$ cat config.mk
export PLATFORM = sky130hd
export DESIGN_NAME = pr_timer_flat
export DESIGN_NICKNAME = d
export VERILOG_FILES = /design/src/rtl/pr_bus_pkg.sv /design/src/rtl/pr_timer_if.sv /design/src/rtl/pr_timer_be_merge.sv /design/src/rtl/pr_timer.sv /design/src/flat_wrapper.sv
export SDC_FILE = /design/constraint.sdc
export NUM_CORES = 1
export LEC_CHECK = 0
export BUFFER_PORTS_ARGS = -buffer_cell sky130_fd_sc_hd__clkbuf_2
export CORE_ASPECT_RATIO = 1.5
export CORE_MARGIN = 1
export CORE_UTILIZATION = 40
export CTS_CLUSTER_SIZE = 40
export DETAILED_ROUTE_END_ITERATION = 7
export SETUP_SLACK_MARGIN = 0.5
export SLEW_MARGIN = 25
export SYNTH_ARGS = -nofsm -noshare
export SYNTH_HDL_FRONTEND = slang
export SYNTH_SLANG_ARGS = --single-unit
$ cat constraint.sdc
create_clock -name clk -period 2.3 [get_ports clk]
set_clock_uncertainty 0.1 [all_clocks]
set_input_delay 0.46 -clock clk [delete_from_list [all_inputs] [get_ports clk]]
set_output_delay 0.46 -clock clk [all_outputs]
set_load 0.03 [all_outputs]
$ cat src/rtl/pr_bus_pkg.sv
// Shared processor-bus definitions: widths, register offsets, CTRL layout, mode and FSM encodings.
package pr_bus_pkg;

    localparam int unsigned ADDR_W   = 30;
    localparam int unsigned DATA_W   = 32;
    localparam int unsigned BE_W     = DATA_W / 8;
    localparam int unsigned NUM_REGS = 3;

    // Byte offsets inside the register window and the matching word index
    localparam logic [7:0] OFF_CTRL   = 8'h00;
    localparam logic [7:0] OFF_PRESET = 8'h04;
    localparam logic [7:0] OFF_COUNT  = 8'h08;
    localparam logic [1:0] IDX_CTRL   = 2'(OFF_CTRL >> 2);
    localparam logic [1:0] IDX_PRESET = 2'(OFF_PRESET >> 2);
    localparam logic [1:0] IDX_COUNT  = 2'(OFF_COUNT >> 2);

    localparam int unsigned CTRL_EN      = 0;
    localparam int unsigned CTRL_MODE_LO = 1;
    localparam int unsigned CTRL_MODE_HI = 2;
    localparam int unsigned CTRL_IM      = 3;
    localparam int unsigned CTRL_STAT    = 4;
    localparam int unsigned CTRL_W       = 4;

    localparam logic [1:0] MODE_ONESHOT = 2'b00;
    localparam logic [1:0] MODE_RELOAD  = 2'b01;

    localparam logic [1:0] ST_IDLE = 2'd0;
    localparam logic [1:0] ST_LOAD = 2'd1;
    localparam logic [1:0] ST_CNT  = 2'd2;
    localparam logic [1:0] ST_INT  = 2'd3;

    // Writable CTRL bits, MSB first so it overlays CTRL[3:0]
    typedef struct packed {
        logic       im;
        logic [1:0] mode;
        logic       en;
    } ctrl_t;

endpackage

$ cat src/rtl/pr_timer_if.sv
// Processor-bus port bundle between the CPU (master) and a bus device (slave).
interface pr_timer_if;
    import pr_bus_pkg::*;

    logic [ADDR_W-1:0] PrAddr;
    logic [BE_W-1:0]   BE;
    logic [DATA_W-1:0] PrWD;
    logic              PrWe;
    logic [DATA_W-1:0] PrRD;
    logic              PrHit;
    logic              IRQ;

    modport master (output PrAddr, BE, PrWD, PrWe, input PrRD, PrHit, IRQ);
    modport slave  (input PrAddr, BE, PrWD, PrWe, output PrRD, PrHit, IRQ);

endinterface

$ cat src/rtl/pr_timer_be_merge.sv
// Byte-enable merge: each byte lane takes write data when its BE bit is set, else keeps the old value.
module be_merge
    import pr_bus_pkg::*;
(
    input  logic [DATA_W-1:0] i_old,
    input  logic [DATA_W-1:0] i_wd,
    input  logic [BE_W-1:0]   i_be,
    output logic [DATA_W-1:0] o_merged_c
);

    always_comb begin
        o_merged_c = i_old;
        for (int i = 0; i < int'(BE_W); i++) begin
            if (i_be[i]) begin
                o_merged_c[8*i +: 8] = i_wd[8*i +: 8];
            end
        end
    end

endmodule

$ cat src/rtl/pr_timer.sv
// Memory-mapped countdown timer (CTRL/PRESET/COUNT) with one-shot and auto-reload interrupt.
// Optional build macro TIMER_STATUS_EN: CTRL[4] mirrors irq_flag for polling.
module pr_timer
    import pr_bus_pkg::*;
#(
    parameter logic [31:0] BASE_ADDR = 32'h0000_7F00
) (
    input  logic       clk,
    input  logic       rst,
    pr_timer_if.slave  bus
);

    localparam logic [ADDR_W-1:0] BASE_WORD = BASE_ADDR[31:2];

    logic [1:0]        r_state,    w_state_nxt;
    ctrl_t             r_ctrl,     w_ctrl_nxt;
    logic [DATA_W-1:0] r_preset,   w_preset_nxt;
    logic [DATA_W-1:0] r_count,    w_count_nxt;
    logic              r_irq_flag, w_flag_nxt;
    logic              r_irq,      w_irq_nxt;

    logic [ADDR_W-1:0] w_off;
    logic              w_hit;
    logic [1:0]        w_idx;
    logic              w_stat;
    logic [DATA_W-1:0] w_reg_rd;
    logic [DATA_W-1:0] w_merged;
    logic              w_wr_ctrl;
    logic              w_wr_preset;

    // Address decode; addresses below the base wrap to large offsets and miss
    assign w_off = bus.PrAddr - BASE_WORD;
    assign w_hit = (w_off < ADDR_W'(NUM_REGS));
    assign w_idx = w_off[1:0];

`ifdef TIMER_STATUS_EN
    assign w_stat = r_irq_flag;
`else
    assign w_stat = 1'b0;
`endif

    always_comb begin
        w_reg_rd = '0;
        case (w_idx)
            IDX_CTRL: begin
                w_reg_rd[CTRL_W-1:0] = r_ctrl;
                w_reg_rd[CTRL_STAT]  = w_stat;
            end
            IDX_PRESET: w_reg_rd = r_preset;
            IDX_COUNT:  w_reg_rd = r_count;
            default:    w_reg_rd = '0;
        endcase
    end

    assign bus.PrHit = w_hit;
    assign bus.PrRD  = w_hit ? w_reg_rd : '0;
    assign bus.IRQ   = r_irq;

    // Only one register is addressed per access, so one merge serves every write
    be_merge u_be_merge (
        .i_old      (w_reg_rd),
        .i_wd       (bus.PrWD),
        .i_be       (bus.BE),
        .o_merged_c (w_merged)
    );

    assign w_wr_ctrl   = bus.PrWe & w_hit & (w_idx == IDX_CTRL);
    assign w_wr_preset = bus.PrWe & w_hit & (w_idx == IDX_PRESET);

    always_ff @(posedge clk or posedge rst) begin
        if (rst) begin
            r_state    <= ST_IDLE;
            r_ctrl     <= '0;
            r_preset   <= '0;
            r_count    <= '0;
            r_irq_flag <= 1'b0;
            r_irq      <= 1'b0;
        end else begin
            r_state    <= w_state_nxt;
            r_ctrl     <= w_ctrl_nxt;
            r_preset   <= w_preset_nxt;
            r_count    <= w_count_nxt;
            r_irq_flag <= w_flag_nxt;
            r_irq      <= w_irq_nxt;
        end
    end

    always_comb begin
        w_state_nxt  = r_state;
        w_ctrl_nxt   = r_ctrl;
        w_preset_nxt = r_preset;
        w_count_nxt  = r_count;
        w_flag_nxt   = r_irq_flag;

        case (r_state)
            ST_IDLE: begin
                if (r_ctrl.en) w_state_nxt = ST_LOAD;
            end
            ST_LOAD: begin
                // Clearing here ends the auto-reload pulse after one cycle
                w_count_nxt = r_preset;
                w_flag_nxt  = 1'b0;
                w_state_nxt = ST_CNT;
            end
            ST_CNT: begin
                if (!r_ctrl.en) begin
                    w_state_nxt = ST_IDLE;
                end else if (r_count == '0) begin
                    w_state_nxt = ST_INT;
                end else if (r_count == DATA_W'(1)) begin
                    w_count_nxt = '0;
                    w_state_nxt = ST_INT;
                end else begin
                    w_count_nxt = r_count - DATA_W'(1);
                end
            end
            ST_INT: begin
                w_flag_nxt = 1'b1;
                if (r_ctrl.mode == MODE_RELOAD) begin
                    w_state_nxt = ST_LOAD;
                end else begin
                    w_ctrl_nxt.en = 1'b0;
                    w_state_nxt   = ST_IDLE;
                end
            end
            default: w_state_nxt = ST_IDLE;
        endcase

        // CPU writes take priority over hardware updates and acknowledge the interrupt
        if (w_wr_ctrl) begin
            w_ctrl_nxt = ctrl_t'(w_merged[CTRL_W-1:0]);
            w_flag_nxt = 1'b0;
        end
        if (w_wr_preset) begin
            w_preset_nxt = w_merged;
            w_flag_nxt   = 1'b0;
        end

        w_irq_nxt = w_flag_nxt & w_ctrl_nxt.im;
    end

endmodule
$ cat src/flat_wrapper.sv
// flat-port wrapper written by rule: the top's interface ports become plain ports
module pr_timer_flat import pr_bus_pkg::*;
#(
    parameter logic [31:0] BASE_ADDR = 32'h0000_7F00
)
  (clk, rst, bus_PrAddr, bus_BE, bus_PrWD, bus_PrWe, bus_PrRD, bus_PrHit, bus_IRQ);
  pr_timer_if bus_i ();
  input  logic clk;
  input  logic rst;
  input wire logic [$bits(bus_i.PrAddr)-1:0] bus_PrAddr;
  input wire logic [$bits(bus_i.BE)-1:0] bus_BE;
  input wire logic [$bits(bus_i.PrWD)-1:0] bus_PrWD;
  input wire logic [$bits(bus_i.PrWe)-1:0] bus_PrWe;
  output wire logic [$bits(bus_i.PrRD)-1:0] bus_PrRD;
  output wire logic [$bits(bus_i.PrHit)-1:0] bus_PrHit;
  output wire logic [$bits(bus_i.IRQ)-1:0] bus_IRQ;
  assign bus_i.PrAddr = bus_PrAddr;
  assign bus_i.BE = bus_BE;
  assign bus_i.PrWD = bus_PrWD;
  assign bus_i.PrWe = bus_PrWe;
  assign bus_PrRD = bus_i.PrRD;
  assign bus_PrHit = bus_i.PrHit;
  assign bus_IRQ = bus_i.IRQ;
  pr_timer #(.BASE_ADDR(BASE_ADDR)) u_core (.clk(clk), .rst(rst), .bus(bus_i));
endmodule
==> results.txt <==
The run finished, with violations left. The final reports fail on negative setup slack. The smallest clock period supported by the final layout is computed as 2698 ps. The most critical setup path has its startpoint at bus_PrAddr[22]. Leaving out fill and tap cells, the most frequent cells in the layout are sky130_fd_sc_hd__buf_4 (86), sky130_fd_sc_hd__dfrtp_1 (70), sky130_fd_sc_hd__clkbuf_2 (69).

The number of max-slew violations in the final report is 0. The warning count from the yosys run came out at 0. The via density per instance is 5.852. After synthesis, the cell types taking the most area are sky130_fd_sc_hd__dfrtp_1 (38%), sky130_fd_sc_hd__nor2_1 (8.6%), sky130_fd_sc_hd__a22o_1 (8.0%), sky130_fd_sc_hd__a21oi_1 (6.7%), sky130_fd_sc_hd__nand2_1 (4.1%).

The startpoint of the worst register-to-register path is u_core.r_count[30]. The global router's overall resource usage is 29.64%. The critical path in this run is classified as in2out. The final-report hold violation count came out at 0. For this design the ratio of total power to cell area is 369.1 nW/um^2. The post-route cell area is 8617 um^2. The synthesis-stage register bit count came out at 72.

Setup repair after global routing could not meet its margin everywhere. For the worst setup path, the data required time is 1740 ps. After global routing the overflow that remains totals 0.

The library cell occupying the most area in the post-synthesis netlist is sky130_fd_sc_hd__dfrtp_1. The maximum count of clock buffers along a single path is 2. In this run the worst path has a maximum fanout of 5. The total negative setup slack came out at -18190 ps. The insertion delay of the later-clocked pin in the worst-skew pair came out at 340 ps. The final routed wirelength across all metal layers is 19200 um. Final hold analysis gives a worst-case slack of 98.50 ps. The number of synthesized flops with an enable pin is 0. The leakage power of the design is 3.749 nW. The maximum number of pins on one net before global-route repair is 73. The net count after synthesis is 663. The number of antenna violations at the first check in global routing came out at 0. The average cell area after synthesis is 8.227 um^2. The via count of the first global-routing pass came to 5761.

The final RePlAce weighted congestion is 0.8578. The number of violations of the max-capacitance limit came out at 0. The cell count after placement came out at 888.

For this run, the detailed router's first-pass iteration total came to 7. 0 antenna diodes ended up in the layout. Timing would allow up to 370.6 MHz. The mean routed wirelength per cell is 19.86 um. The final instance count without filler cells is 967. The post-place instance area is 6591 um^2.

Setup violations remaining at the end of the flow were counted as 78. The quantity of I/O buffers inserted on ports came out at 102. The TritonCTS buffer count is 9. The hold buffer count at cts came out at 0. After synthesis, the netlist uses 63 different library cells. The post-place setup slack came out at -459.5 ps.

The largest voltage drop on the vdd net is 0.0003327 V. The layer with the highest usage is met2. Synthesis produced 584 cells. The count of vias placed by the detailed router is 5659.

The slew of the pin with the lowest slew margin is 640.4 ps. The region available for standard cell placement spans 11590 um^2. The primary flip-flop cell chosen by synthesis mapping is sky130_fd_sc_hd__dfrtp_1.

STA classifies the critical path startpoint as an input pin. The die covers 12460 um^2. The met2 usage came out at 56.68%. The total power of the final layout came out at 3.180 mW. Measured on the finished design, the core utilization comes to 74.34%. The height of the chip came out at 136.2 um. Once routing completed, OpenROAD measured the worst setup slack at -398.3 ps.

The CTS tree is yes. The area growth from synthesis to layout is 79.35%. Clock-pin slew was measured on the worst setup and hold paths at 60 ps.

For this design the top-level I/O count stands at 103. After detailed routing, the number of remaining DRC violations is 0. After synthesis, flip-flops and latches occupy 37.50% of the total area.

The number of core rows is 48. The iteration-0 DRC count of the detailed router is 305. For this configuration, the core starts out at a cell density of 41.45%.

The number of nets with antenna violations after detailed routing is 0. The global-route wire length before repair is 28860 um. The clock drives 72 sinks. The part of the cycle the worst path needs came out at 117.3%. For this run, the post-layout net count is 891. The half-perimeter wire length after placement is 10910 um. The share of synthesized flip-flops with an asynchronous set or reset came out at 100.0%. The critical path arrival came out at 2140 ps.

The headroom to the max-slew limit came out at 57.17%. The cell at the root of the clock tree is sky130_fd_sc_hd__clkbuf_16. The die span in x is 91.49 um. The path category of the worst min-delay check is in2async.

The global-route track usage on met3 came out at 3.468%. The number of levels the H-tree was split into came out at 3. The share of Yosys cell area claimed by the top area cell type came out at 37.50%. STA classifies the critical path endpoint as an output port. The share of final-layout standard cells stronger than drive strength 1 is 53.00%. For this run, global-route usage on met1 was measured as 32.31%. The most common library cell in the layout ignoring fill and taps is sky130_fd_sc_hd__buf_4. The mapped netlist covers 4805 um^2.
critical path, stage by stage:
cell and delay (ps):
sky130_fd_sc_hd__clkbuf_2 90, sky130_fd_sc_hd__or4_4 530, sky130_fd_sc_hd__nor4_4 270, sky130_fd_sc_hd__nand4_4 160, sky130_fd_sc_hd__buf_12 180, sky130_fd_sc_hd__buf_6 120, sky130_fd_sc_hd__nor3_4 150, sky130_fd_sc_hd__clkbuf_8 180
synthesized netlist by cell type (all sizes together) (5+ instances only):
master / n
a21o: 5
and2: 5
nor4: 14
a22o: 44
a32oi: 7
a21oi: 64
nor3: 17
inv: 19
nor2: 111
clkbuf: 27
nand3: 7
o2bb2ai: 7
dfrtp: 72
o21ai: 35
buf: 19
nand2: 53
ha: 10
worst paths after layout:
path | slack [ps] | endpoint | depth (start not counted)
max | -400 | bus_PrRD[4] | 8
min | 100 | u_core.r_preset[30] | 3
max reg2reg | -50 | u_core.r_count[10] | 9
min reg2reg | 430 | u_core.r_count[25] | 1
max in group asynchronous | 1620 | u_core.r_count[16] | 3
min in group clk | 320 | u_core.r_preset[9] | 3
layer usage:
metal,part of all wire (%),up-vias
met5,0,-
met1,36,2755
met3,4.8,71
met2,54,233
li1,-,2600
met4,4.9,0
report_power, final:
group          total, mW  switching, mW  leakage (nW)  internal [mW]
Sequential          1.31         0.0243         0.916           1.28
Clock               1.53          0.556         0.158          0.973
Combinational      0.345          0.193          2.67          0.152
Total               3.18          0.774          3.75           2.41
area by class of cell:
cell class	instances	area [um^2]
tap	150	187.7
inverter	20	82.58
timing repair buffer	262	2685
clock inverter	6	82.58
sequential	72	1804
multi-input combinational	447	3536
fill	791	2974
clock buffer	10	239.0
state kept, by name (all words and copies together), names as in the netlist:
signal,count
u_core.bus.IRQ,1
u_core.r_state,2
u_core.r_preset,32
u_core.r_irq_flag,1
u_core.r_count,32
u_core.r_ctrl,4
repair_timing:
action | 4_1_cts | 5_1_grt
endpoints found under the setup margin | 105 | 105
cloned | 10 | 3
gates resized for setup | 145 | 97
setup buffers | 36 | 14
pin swaps | 43 | 35
hold endpoints to repair | 0 | 0
cells by family (layout without fill, tap and decap cells):
family	after synthesis	after routing	synth area share [%]
compound gates	197	198	28.33
fa+ha+maj	10	10	2.604
buf+inv	66	298	6.744
flops	72	72	37.50
mux	5	5	1.094
simple gates	234	234	23.72
Note: power is estimated with default switching activity, not from simulation.
